**config.mk**
```make
export PLATFORM = sky130hd
export DESIGN_NAME = gpio_pwm_timer
export DESIGN_NICKNAME = d
export VERILOG_FILES = /design/src/rtl/gpio_pwm_timer_pkg.sv /design/src/rtl/gpio_tick_gen.sv /design/src/rtl/gpio_pwm_timer.sv
export SDC_FILE = /design/constraint.sdc
export NUM_CORES = 1
export LEC_CHECK = 0
export BUFFER_PORTS_ARGS = -buffer_cell sky130_fd_sc_hd__buf_4
export CORE_UTILIZATION = 52
export DETAILED_ROUTE_END_ITERATION = 16
export HOLD_SLACK_MARGIN = 0.15
export PLACE_DENSITY_LB_ADDON = 0.05
export SLEW_MARGIN = 25
export SYNTH_ARGS = -nofsm -noshare
export SYNTH_HDL_FRONTEND = slang
export SYNTH_SLANG_ARGS = --single-unit
```
**constraint.sdc**
```tcl
create_clock -name clk -period 9.95 [get_ports clk]
set_input_delay 0.4975 -clock clk [delete_from_list [all_inputs] [get_ports clk]]
set_output_delay 0.4975 -clock clk [all_outputs]
set_load 0.03 [all_outputs]
```
**src/rtl/gpio_pwm_timer_pkg.sv**
```systemverilog
// Shared GPIO header: default bus widths for the PWM timer slice.
// The selector width is derived from the prescaler bus width.
package gpio_pwm_timer_pkg;

    localparam int GPIO_PRESCALER = 16;
    localparam int GPIO_WIDTH     = 16;

    // Width of an index into an n-bit bus, never narrower than one bit.
    function automatic int sel_width(input int n);
        return (n > 1) ? $clog2(n) : 1;
    endfunction

    localparam int GPIO_SELW = sel_width(GPIO_PRESCALER);

endpackage

```
**src/rtl/gpio_tick_gen.sv**
```systemverilog
// Turns the rising edge of one selected prescaler bit into a single-cycle tick.
// A change of selection suppresses the tick for that cycle to avoid a false edge.
module gpio_tick_gen
    import gpio_pwm_timer_pkg::*;
#(
    parameter int PRESCALER = GPIO_PRESCALER,
    parameter int SELW      = sel_width(PRESCALER)
) (
    input  logic                 clk,
    input  logic                 rst,
    input  logic [PRESCALER-1:0] core_clk,
    input  logic [SELW-1:0]      prescaler_sel,
    output logic                 tick
);

    logic            tap;
    logic            tap_q;
    logic [SELW-1:0] sel_q;

    assign tap  = core_clk[prescaler_sel];
    assign tick = tap & ~tap_q & (prescaler_sel == sel_q);

    always_ff @(posedge clk or posedge rst) begin
        if (rst) begin
            tap_q <= 1'b0;
            sel_q <= '0;
        end else begin
            tap_q <= tap;
            sel_q <= prescaler_sel;
        end
    end

endmodule

```
**src/rtl/gpio_pwm_timer.sv**
```systemverilog
// Tick-driven PWM timer with double-buffered period/duty that switch over
// only at a period boundary, or immediately while the timer is disabled.
module gpio_pwm_timer
    import gpio_pwm_timer_pkg::*;
#(
    parameter int PRESCALER = GPIO_PRESCALER,
    parameter int WIDTH     = GPIO_WIDTH,
    parameter int SELW      = sel_width(PRESCALER)
) (
    input  logic                 clk,
    input  logic                 rst,
    input  logic [PRESCALER-1:0] core_clk,
    input  logic [SELW-1:0]      prescaler_sel,
    input  logic                 enable,
    input  logic [WIDTH-1:0]     period_in,
    input  logic [WIDTH-1:0]     duty_in,
    input  logic                 load,
    output logic                 load_pending,
    output logic                 pwm_out,
    output logic                 period_tick,
    output logic [WIDTH-1:0]     count
);

    logic             tick;
    logic [WIDTH-1:0] period_act, duty_act, period_pnd, duty_pnd;
    logic [WIDTH-1:0] period_act_next, duty_act_next, period_pnd_next, duty_pnd_next;
    logic [WIDTH-1:0] count_next;
    logic             load_pending_next, period_tick_next, pwm_next, apply;

    gpio_tick_gen #(
        .PRESCALER(PRESCALER),
        .SELW     (SELW)
    ) u_tick_gen (
        .clk          (clk),
        .rst          (rst),
        .core_clk     (core_clk),
        .prescaler_sel(prescaler_sel),
        .tick         (tick)
    );

    always_comb begin
        count_next        = count;
        period_tick_next  = 1'b0;
        apply             = 1'b0;
        period_act_next   = period_act;
        duty_act_next     = duty_act;
        period_pnd_next   = period_pnd;
        duty_pnd_next     = duty_pnd;
        load_pending_next = load_pending;

        if (!enable) begin
            count_next = '0;
            apply      = load_pending;
        end else if (tick) begin
            if (count == period_act) begin
                count_next       = '0;
                period_tick_next = 1'b1;
                apply            = load_pending;
            end else begin
                count_next = count + WIDTH'(1);
            end
        end

        if (apply) begin
            period_act_next   = period_pnd;
            duty_act_next     = duty_pnd;
            load_pending_next = 1'b0;
        end

        // A load on the applying edge refills pending after the old contents moved over.
        if (load) begin
            period_pnd_next   = period_in;
            duty_pnd_next     = duty_in;
            load_pending_next = 1'b1;
        end

        pwm_next = enable & (count_next < duty_act_next);
    end

    always_ff @(posedge clk or posedge rst) begin
        if (rst) begin
            count        <= '0;
            pwm_out      <= 1'b0;
            period_tick  <= 1'b0;
            load_pending <= 1'b0;
            period_act   <= '0;
            duty_act     <= '0;
            period_pnd   <= '0;
            duty_pnd     <= '0;
        end else begin
            count        <= count_next;
            pwm_out      <= pwm_next;
            period_tick  <= period_tick_next;
            load_pending <= load_pending_next;
            period_act   <= period_act_next;
            duty_act     <= duty_act_next;
            period_pnd   <= period_pnd_next;
            duty_pnd     <= duty_pnd_next;
        end
    end

endmodule

```
==> summary.md <==
| Metric | Value |
|---|---|
| Worst-path clk slew | 0.08 ns |
| DP Cell Count | 506 |
| CTS tree | done |
| Largest cells by area after synthesis | dfrtp_1 (50%), mux2_2 (13%), mux2_4 (4.8%) |
| Status | complete, no violations |
| Pre-CTS setup slack | 4.87 ns |
| Worst Skew | 0.00897 ns |
| TritonCTS Buffers | 9 |
| RSZ-0062 raised after global routing | no |
| Port buffer count | 74 |
| Crit path arrival time | 5.07 ns |
| CP required | 10.22 ns |
| Register Area | 2200 µm² |
| Max-cap violations | 0 |
| Root Buffer Master | clkbuf_8 |
| Final worst slack | 5.15 ns |
| Layout Nets | 484 |
| Vias | 2901 |
| Top cell by count, worst path | o21ai_0 |
| Final setup viols | 0 |
| Final wirelength | 8530 µm |
| Finished Cell Area | 5250 µm² |
| Ports | 75 |
| Synth-to-layout area growth | 19.0% |
| Antenna violations before repair | 0 |
| Cells after Synth | 339 |
| Period Utilization, post-route | 48.3% |
| Initial core utilization | 53.7% |
| Peak supply drop | 0.113 mV |
| Seq/Total Area, Yosys | 49.9% |
| Die X | 94.1 µm |
| Grt ovf | 0 |
| Core area | 8220 µm² |
| Hold Vio Cnt, Final | 0 |
| Remaining DRCs | 0 |
| Post-Syn Area | 4410 µm² |
| Post-Route Utilization | 63.9% |
| Power Dens Cells | 157 nW/µm² |
| # diodes | 0 |
| Synthesis Warnings | 0 |
| CP Capture Type | register |
| Syn_area_per_cell | 13.0 µm² |
| Clk_lat worst skew | 0.35 ns |
| Final Non-Filler Cells | 521 |
| Die Span Y | 94.1 µm |
| Die area | 8860 µm² |
| Synth async-reset ratio | 100% |
| Vias in the first global route | 2893 |
| Num rows | 33 |
| Largest net degree at the start of global routing | 89 |
| Count leader, synth | dfrtp_1 |
| Post-CTS setup buffer count | 0 |
| Startpoint Class | register |
| Synth cell types | 40 |
| First-pass GRT wire length | 14100 µm |
| CP max FO | 42 |
| Setup CP Type | register to register |
| Antenna viol nets, final | 0 |
| Critical Path, Cell by Cell | xor2_1 -> nor4_4 -> inv_1 -> o31ai_4 -> nand2_2 -> buf_4 -> mux2i_1 -> ha_1 -> a21o_1 -> a211oi_1 -> o21ai_0 -> a2111oi_0 -> o21ai_0 -> a41oi_1 |
| Crit path largest cell delay | 0.81 ns |
| Share of cells above drive strength 1 | 39.4% |
| Clock Path Buffers | 2 |
| Worst R2R Setup Slack | 5.15 ns |
| Min-Delay Path Class | input pin to register |
| Via density | 5.57 |
| Final HPWL DP | 6150 µm |
| H-tree levels | 3 |
| Hold buffer count at CTS | 0 |
| Layout filler cell count | 661 |
| Syn_nets | 411 |
| Leak | 2.46 nW |
| PostCTS Resize Cnt | 0 |
| Most frequent cells after synthesis | dfrtp_1 (88), mux2_2 (50), xnor2_1 (21), nand4_1 (17), nor2_1 (17) |
| Multi-input gate area | 2090 µm² |
| Most used DFF post-synth | dfrtp_1 |
| Setup_tns | 0 ns |
| Routed WL per cell | 16.4 µm |
| Post-layout min period | 4.80 ns |
| GRT Total Usage | 21.2% |
| Initial drt markers | 135 |
| Register bit total from synthesis | 88 |
| Least-Margin Pin Slew | 0.917 ns |
| Highest clock rate | 208 MHz |
| CP max stage cell | nor4_4 |
| CTS Sinks | 88 |
| Max_slew headroom | 38.4% |
| Final GP Congestion | 0.876 |
| Hold slack | 0.285 ns |
| Post-synth EDFFs | 0 |
| Pre-antenna DRT Iters | 4 |
| Max-slew violations | 0 |
| Area leader, netlist | dfrtp_1 |
| PnR Total Power | 0.824 mW |
| Placed cell area | 5040 µm² |
| Yosys top cell area share | 49.9% |
final timing paths:
kind / startpoint / to / cells past startpoint
worst max register to register: u_tick_gen.sel_q[2] / pwm_out / 14
worst max-delay path: u_tick_gen.sel_q[2] / pwm_out / 14
worst min register to register: period_pnd[13] / period_act[13] / 1
worst min-delay path: prescaler_sel[3] / u_tick_gen.sel_q[3] / 1
min in group asynchronous: rst / u_tick_gen.sel_q[1] / 3
max in group asynchronous: rst / duty_act[9] / 3
layer usage:
metal | global-route usage (%) | part of all wire [%]
met1 | 27.5 | 45
met2 | 34.8 | 47
met3 | 5.91 | 5.8
met4 | 5.77 | 1.7
met5 | 0 | 0
cells by family (layout without fill, tap and decap cells):
logic type                 count (synthesis)  in the layout  synth area share, %
buffers and inverters                     25            102                 2.75
and+or+nand+nor                           63             63                 7.94
adders and majority gates                 16             16                 4.54
DFF                                       88             88                 49.9
AOI/OAI and AO/OA                         29             29                 4.96
xor gates and xnor gates                  34             34                 6.75
muxes                                     84             84                 23.2
critical path: cells and delay by family (launching register included):
family	cells	cell delay, ns
AO/OA/AOI/OAI	7	1.92
AND/OR/NAND/NOR	2	1.09
buffers and inverters	2	0.60
flip-flops	1	0.39
adder cells (fa/ha/maj)	1	0.33
multiplexers	1	0.20
XOR/XNOR	1	0.17
layout by cell type (no fill, tap or decap), types with 5 or more instances in the layout:
cell,count
buf_4,75
mux2_4,14
mux2i_1,16
nand3_1,8
xnor2_1,21
inv_1,10
a21o_1,5
nor2_1,17
a21oi_1,6
nor3_1,5
mux2_2,50
ha_1,16
clkbuf_8,9
dfrtp_1,88
xor2_1,13
nand4_1,17
flip-flops by register name, indices dropped and copies added, names as in the netlist:
| register | cells |
|---|---|
| load_pending | 1 |
| u_tick_gen.sel_q | 4 |
| u_tick_gen.tap_q | 1 |
| period_tick | 1 |
| period_act | 16 |
| duty_pnd | 16 |
| count | 16 |
| duty_act | 16 |
| period_pnd | 16 |
| pwm_out | 1 |
layout make-up:
type                       count  share of cell area (%)
inverter                      11                   0.810
timing repair buffer          76                    10.9
sequential                    88                    41.9
tap                          105                    2.50
clock buffer                  10                    2.43
multi-input combinational    226                    39.8
clock inverter                 5                    1.57
power by group:
group          switching (mW)  internal [mW]  leakage [nW]  total (mW)
registers              0.0262          0.398          1.07       0.424
logic                  0.0564         0.0815          1.30       0.138
clock network           0.122          0.140        0.0946       0.262
(Power assumes the default switching activity.)
